### config.mk
export PLATFORM = sky130hd
export DESIGN_NAME = bin_fc_layer_seq
export DESIGN_NICKNAME = d
export VERILOG_FILES = /design/src/rtl/bin_fc_layer_seq.sv
export SDC_FILE = /design/constraint.sdc
export NUM_CORES = 1
export LEC_CHECK = 0
export CORE_ASPECT_RATIO = 1.1
export CORE_MARGIN = 2
export CORE_UTILIZATION = 40
export CTS_CLUSTER_SIZE = 10
export DETAILED_ROUTE_END_ITERATION = 6
export HOLD_SLACK_MARGIN = 0.05
export SLEW_MARGIN = 20
export SYNTH_ARGS = -nofsm -noshare
export SYNTH_HDL_FRONTEND = slang
export SYNTH_SLANG_ARGS = --single-unit
### constraint.sdc
create_clock -name clk -period 2.8 [get_ports clk]
set_clock_uncertainty 0.2 [all_clocks]
set_input_delay 0.84 -clock clk [delete_from_list [all_inputs] [get_ports clk]]
set_output_delay 0.84 -clock clk [all_outputs]
set_load 0.03 [all_outputs]
### src/rtl/bin_fc_layer_seq.sv
// Binary-weight fully-connected layer: one signed activation per beat, OUT_DIM parallel +/-x accumulators.
// Latency: result registered on the edge of the last accepted beat, out_valid high the following cycle.
// Backpressure: in_ready low while a result is held; result held stable until out_valid && out_ready.
// Optional: define BIN_FC_RELU_EN to clamp negative saturated results to zero.
module bin_fc_layer_seq #(
   parameter int IN_DIM    = 10,
   parameter int OUT_DIM   = 10,
   parameter int DATA_W    = 8,
   parameter int OUT_SHIFT = 0
) (
   input  logic                      clk,
   input  logic                      rst_n,
   input  logic                      in_valid,
   output logic                      in_ready,
   input  logic [DATA_W-1:0]         in_data,
   input  logic [OUT_DIM-1:0]        in_wcol,
   input  logic                      in_last,
   output logic                      out_valid,
   input  logic                      out_ready,
   output logic [OUT_DIM*DATA_W-1:0] out_data,
   output logic                      err_len
);

   localparam int ACC_W = DATA_W + $clog2(IN_DIM) + 1;
   localparam int CNT_W = $clog2(IN_DIM);

   // Saturation bounds of the DATA_W result, expressed in accumulator width
   localparam logic signed [ACC_W-1:0] SAT_MAX = {{(ACC_W-DATA_W+1){1'b0}}, {(DATA_W-1){1'b1}}};
   localparam logic signed [ACC_W-1:0] SAT_MIN = {{(ACC_W-DATA_W+1){1'b1}}, {(DATA_W-1){1'b0}}};
   localparam logic [DATA_W-1:0]       OUT_MAX = SAT_MAX[DATA_W-1:0];
   localparam logic [DATA_W-1:0]       OUT_MIN = SAT_MIN[DATA_W-1:0];

   typedef enum logic {
      S_ACCUM = 1'b0,
      S_OUT   = 1'b1
   } state_t;

   state_t                    r_state;
   state_t                    w_state_nxt;
   logic [CNT_W-1:0]          r_cnt;
   logic signed [ACC_W-1:0]   r_acc [OUT_DIM];
   logic [OUT_DIM*DATA_W-1:0] r_out_data;
   logic                      r_err_len;

   logic                      w_in_fire;
   logic                      w_out_fire;
   logic                      w_last_beat;
   logic signed [ACC_W-1:0]   w_x_ext;
   logic signed [ACC_W-1:0]   w_acc_nxt [OUT_DIM];
   logic signed [ACC_W-1:0]   w_sh      [OUT_DIM];
   logic [DATA_W-1:0]         w_sat     [OUT_DIM];
   logic [OUT_DIM*DATA_W-1:0] w_res;

   // Activation sign-extended once; ACC_W has headroom so negating -2^(DATA_W-1) is exact
   assign w_x_ext     = {{(ACC_W-DATA_W){in_data[DATA_W-1]}}, in_data};
   assign w_last_beat = (r_cnt == CNT_W'(IN_DIM-1));

   // Per-neuron next sum, rescale and saturation
   for (genvar j = 0; j < OUT_DIM; j++) begin : g_neuron
      assign w_acc_nxt[j] = in_wcol[j] ? (r_acc[j] + w_x_ext) : (r_acc[j] - w_x_ext);
      assign w_sh[j]      = w_acc_nxt[j] >>> OUT_SHIFT;
      assign w_sat[j]     = (w_sh[j] > SAT_MAX) ? OUT_MAX :
                            (w_sh[j] < SAT_MIN) ? OUT_MIN : w_sh[j][DATA_W-1:0];
`ifdef BIN_FC_RELU_EN
      assign w_res[j*DATA_W +: DATA_W] = w_sat[j][DATA_W-1] ? '0 : w_sat[j];
`else
      assign w_res[j*DATA_W +: DATA_W] = w_sat[j];
`endif
   end

   // State register
   always_ff @(posedge clk or negedge rst_n) begin
      if (!rst_n) r_state <= S_ACCUM;
      else        r_state <= w_state_nxt;
   end

   // Next state, handshake outputs and transfer strobes
   always_comb begin
      w_state_nxt = r_state;
      in_ready    = 1'b0;
      out_valid   = 1'b0;
      w_in_fire   = 1'b0;
      w_out_fire  = 1'b0;
      case (r_state)
         S_ACCUM: begin
            in_ready  = 1'b1;
            w_in_fire = in_valid;
            if (in_valid && w_last_beat) w_state_nxt = S_OUT;
         end
         S_OUT: begin
            out_valid  = 1'b1;
            w_out_fire = out_ready;
            if (out_ready) w_state_nxt = S_ACCUM;
         end
         default: w_state_nxt = S_ACCUM;
      endcase
   end

   // Beat counter: advances per accepted beat, wraps after the last one
   always_ff @(posedge clk or negedge rst_n) begin
      if (!rst_n)             r_cnt <= '0;
      else if (w_out_fire)    r_cnt <= '0;
      else if (w_in_fire)     r_cnt <= w_last_beat ? '0 : r_cnt + 1'b1;
   end

   // Accumulators: add/subtract on accepted beats, cleared once the result is taken
   always_ff @(posedge clk or negedge rst_n) begin
      if (!rst_n) begin
         for (int j = 0; j < OUT_DIM; j++) r_acc[j] <= '0;
      end else if (w_out_fire) begin
         for (int j = 0; j < OUT_DIM; j++) r_acc[j] <= '0;
      end else if (w_in_fire) begin
         for (int j = 0; j < OUT_DIM; j++) r_acc[j] <= w_acc_nxt[j];
      end
   end

   // Result register captures the final sums on the last beat and holds them
   always_ff @(posedge clk or negedge rst_n) begin
      if (!rst_n)                     r_out_data <= '0;
      else if (w_in_fire && w_last_beat) r_out_data <= w_res;
   end

   // Sticky length error: in_last must mark exactly the final beat
   always_ff @(posedge clk or negedge rst_n) begin
      if (!rst_n)                                  r_err_len <= 1'b0;
      else if (w_in_fire && (in_last != w_last_beat)) r_err_len <= 1'b1;
   end

   assign out_data = r_out_data;
   assign err_len  = r_err_len;

endmodule

Word-level counts from Yosys, hierarchy flattened

Index checks and enable logic that the tools add are counted.

$add $sub $neg: 21
Multiply operators: 0
Divide/modulo/power cells: 0
Order comparisons: 20
Equality and inequality tests: 2
Shift-type cells: 0
Multiplexer cells: 42
Bitwise operators: 1
Reductions and logical operators: 4

Operators with widths:

| cell                                                | number |
|---|---|
| two-way mux 130 bit                                 | 2 |
| two-way mux 8 bit                                   | 20 |
| adder 13 x 8 -> 13 bit                              | 10 |
| > comparator 13 x 8 -> 1 bit, second input constant | 10 |
| < comparator 13 x 8 -> 1 bit, second input constant | 10 |
| two-way mux 13 bit                                  | 10 |
| subtractor 13 x 8 -> 13 bit                         | 10 |
| two-way mux 4 bit                                   | 3 |
| two-way mux 1 bit                                   | 6 |
| adder 4 x 1 -> 4 bit, second input constant         | 1 |
| equality test 4 bit, second input constant          | 1 |
| logical AND 1 bit                                   | 3 |
| one-hot mux 1 bit (2 select lines)                  | 1 |
| nonzero test 2 bit                                  | 1 |
| != test 1 bit                                       | 1 |
| inverter 1 bit                                      | 1 |

Bits in registers: 216
Bits in latches: 0
RAM bits: 0
Memory bits (read-only): 0
Bits of input ports: 23
Output and inout bits: 83
Logic and storage cells: 104
Memories kept: 0

Logic depth before layout (Yosys ltp)

Depth after elaboration: 5
Depth in mapped cells: 17
Gate-level depth less buffers: 15

Least setup slack after synthesis

OpenSTA, ideal clock, no wires.

Path kind: input -> register
Start: input port in_data[1]
End: register r_out_data[32], in the netlist out_data[32]
Library setup time: 68 ps
Arrival: 4192 ps
Data required time: 2532 ps
Path slack: -1660 ps
Stages: 17
Buffers on the path: 2
Cell sequence: clkbuf_1 inv_1 ha_1 nor3b_1 and2_1 clkbuf_1 nor2_1 xnor2_1 ha_1 or2_2 a21o_1 o21ai_1 o21ai_0 xor2_1 nand4_1 o31ai_1 a221o_1

Word-level cells in the longest chain between the ends: 5
Elaborated cells on any way between the ends: 7
Those cells by class: add/sub (2); order compare (2); mux (3)

Ends and longest elaborated chain:

| what                                                                  | line | RTL |
|---|---|---|
| start, declared                                                       | 15   | `input logic [DATA_W-1:0] in_data,` |
| subtractor 13 x 8 -> 13 bit or adder 13 x 8 -> 13 bit (tied branches) | 60   | `assign w_acc_nxt[j] = in_wcol[j] ? (r_acc[j] + w_x_ext) : (r_acc[j] - w_x_ext);` |
| two-way mux 13 bit (*)                                                | 60   |  |
| < comparator 13 x 8 -> 1 bit                                          | 63   | `(w_sh[j] < SAT_MIN) ? OUT_MIN : w_sh[j][DATA_W-1:0];` |
| two-way mux 8 bit                                                     | 63   |  |
| two-way mux 8 bit (*)                                                 | 62   | `assign w_sat[j] = (w_sh[j] > SAT_MAX) ? OUT_MAX :` |
| end signal, assigned                                                  | 120  | `else if (w_in_fire && w_last_beat) r_out_data <= w_res;` |
| end, declared                                                         | 42   | `logic [OUT_DIM*DATA_W-1:0] r_out_data;` |

Every way passes the cells marked *; elsewhere a longest branch is shown, timed or not.
A chain may end at the register's enable or synchronous reset.

Final worst setup path

Start: input port in_data[1]
End: register r_out_data[33], in the netlist out_data[33]

Same word-level chain as after synthesis.

==> flow_summary.yaml <==
job:
  max_cap_violations: 0
finish:
  layout_commonest_cell: "buf_4"
  design_area_um2: 24700
  final_nets: 2443
  layout-drive-gt1-share_pct: 43.7
  seqCellArea_um2: 5410
  area_growth_pct: 62.1
  utilization_pct: 65.2
  layout_common_cells: "buf_4, dfrtp_1, nand2_1, nor2_1, ha_1"
  multi_input_area_um2: 12100
  antennaDiodeCount: 0
  num-fill-cells: 2966
setup_path:
  crit_chain: "buf_8 > buf_6 > inv_4 > ha_4 > nor3b_4 > buf_4 > buf_8 > buf_6 > nor2_2 > xor2_1 > ha_2 > a21o_1 > or3_4 > o21ai_4 > o211ai_1 > and3_4 > o21ai_4 > o31ai_4 > buf_6 > a221o_1"
  critPathRequiredTime_ns: 3.05
  critPathTopFamily: "compound AO/OA/AOI/OAI gates"
  worst-path-max-fanout: 6
  arrival_ns: 4.17
  crit_slowest_cell: "or3_4"
  cpMostUsedCell: "buf_6"
  path_class: "in -> reg"
  crit_path_max_incr_delay_ns: 0.37
  critPathBufInv: 7
  endpoint_kind: "register"
  cp-start-kind: "primary input"
detailed_routing:
  num_vias: 15200
  viasPerCell: 5.45
  ant_nets: 0
  drc: 0
  drtIter0Drc: 857
  wl_per_cell_um: 18.9
  first_pass_iters: 5
  routed_wl_um: 52500
grt:
  gr-usage-all-layers_pct: 25.6
  overflow: 0
  grt_pass1_vias: 15600
  grt_pass1_wl_um: 81800
  grt_max_degree: 80
  antenna_found_initial: 0
clock_tree:
  root_buffer: "clkbuf_16"
  worstSkewPairLatency_ns: 0.56
  htreeDepth: 1
  cts_tree: "yes"
  clk_pin_slew_ns: 0.06
  max-clock-path-buffers: 3
  cts_buffers: 28
  clock_sinks: 216
placement:
  place_area_um2: 20600
  globalplace.congestion: 0.887
  hpwl_um: 35000
  numPortBuffers: 105
synthesis:
  synth_cells: 1675
  ys_seq_elements: 216
  yosys_warnings: 0
  ys_seq_area_share_pct: 35.4
  syn_area_um2: 15200
  synth_enable_flop_cells: 0
  ys_types: 76
  async_flop_share_pct: 100
  syn_area_per_cell_um2: 9.10
  synth_nets: 1850
  synthFlopType: "dfrtp_1"
sta:
  setup_viol: 165
  rsz0062_at_grt: "yes"
  post-route-period-util_pct: 140
  timing_hold_violations_final: 0
  fin_ws_ns: -1.12
  fin_tns_setup_ns: -117.98
  holdWs_ns: 0.280
  tightestPinTransition_ns: 0.872
  relSlewSlack_pct: 41.9
  fin_crit_ns: 3.92
  fmax_mhz: 255
  finalMaxSlewViolations: 0
min_path:
  hold_class: "reg -> reg"
status:
  failed_checks: "negative setup slack"
  outcome: "finished with violations"
die:
  chipWidth_um: 190
  ioPinCount: 106
  coreArea_um2: 37900
  start_util_pct: 40.2
  row_count: 75
  fp.dieH_um: 209
  die_area_um2: 39700
power_and_ir_drop:
  total_leakage_power_nw: 11.2
  cellPowerDensity_nw_per_um2: 1290
  ir_drop_mv: 0.768
==> power by group <==
part | internal, mW | switching [mW] | total [mW] | leakage [nW]
Combinational | 11.6 | 11.0 | 22.6 | 8.07
Sequential | 4.61 | 1.06 | 5.67 | 2.72
Clock | 2.22 | 1.43 | 3.65 | 0.451
Total | 18.4 | 13.5 | 31.9 | 11.2
==> cell type report <==
type / count / share of cell area [%]
timing repair buffer: 636 / 22.3
inverter: 54 / 0.850
clock buffer: 39 / 3.37
clock inverter: 5 / 0.304
sequential: 216 / 21.9
multi-input combinational: 1332 / 48.8
tap: 500 / 2.53
==> path summary, 6_finish.rpt <==
kind                               from      endpoint  slack [ns]  cells after the start
max                          in_data[1]  out_data[33]       -1.12                     20
max in group asynchronous         rst_n  out_data[10]        1.14                      3
max reg2reg                  r_acc[119]   out_data[3]       -0.32                     11
min reg2reg                out_data[63]  out_data[63]        0.28                      2
min in group asynchronous         rst_n     r_acc[65]        0.58                      2
min                        out_data[63]  out_data[63]        0.28                      2
==> cell usage after synthesis (18+ instances only) <==
| cell type | count | area, µm² |
|---|---|---|
| a221o_1 | 18 | 180 |
| nor2b_1 | 18 | 113 |
| clkbuf_1 | 69 | 259 |
| ha_1 | 142 | 1780 |
| nor2_1 | 151 | 567 |
| a22o_1 | 78 | 683 |
| o211ai_1 | 30 | 225 |
| nand2_1 | 154 | 578 |
| a21o_1 | 36 | 270 |
| dfrtp_1 | 216 | 5410 |
| nand2b_1 | 31 | 194 |
| nand3_1 | 21 | 105 |
| o21ai_0 | 171 | 856 |
| xnor2_1 | 72 | 631 |
| nor3_1 | 26 | 130 |
| inv_1 | 54 | 203 |
| xor2_1 | 93 | 815 |
| a21oi_1 | 79 | 395 |
==> layer usage <==
metal / up-vias / GRT usage, % / wire, µm
li1: 7215 / - / -
met1: 7543 / 33.5 / 22700
met2: 301 / 44.0 / 26000
met3: 108 / 2.57 / 1810
met4: 0 / 9.17 / 1940
met5: - / 0 / 0
==> worst reg2reg max path: cells and delay by family, from the launching register on <==
kind / cells / cell delay [ns]
AOI/OAI and AO/OA: 4 / 0.75
xor gates and xnor gates: 1 / 0.12
adders and majority gates: 1 / 0.32
buffers and inverters: 2 / 0.29
DFF: 1 / 0.39
and+or+nand+nor: 3 / 0.91
==> sequential cells by signal (all words and copies together) (netlist names) <==
signal and count:
r_acc 130, out_data 80, r_cnt 4, err_len 1
r_state 1
==> metrics by stage <==
stage	setup WS, ns	cells	power (mW)
final	-1.12	2782	31.9
after detailed placement	-2.14	2634	23.6
after CTS	-1.07	2751	29.6
after global placement	-2.10	2634	23.3
after global routing	-1.24	2782	34.0
after floorplan	-1.42	1675	15.9
==> logic make-up after synthesis <==
kind of cell | share of synthesized area [%]
fa+ha+maj | 13.0
mux | 0.878
flops | 35.4
simple gates | 14.3
buf+inv | 3.21
compound gates | 23.7
xor+xnor | 9.48
==> timing repair <==
action	CTS	global route
hold buffers	1	0
hold endpoints to repair	39	0
pin swaps	154	179
buffers inserted	71	58
resized for setup	287	254
gates cloned	3	0
endpoints found under the setup margin	191	174
Power figures use the tool's default switching activity.
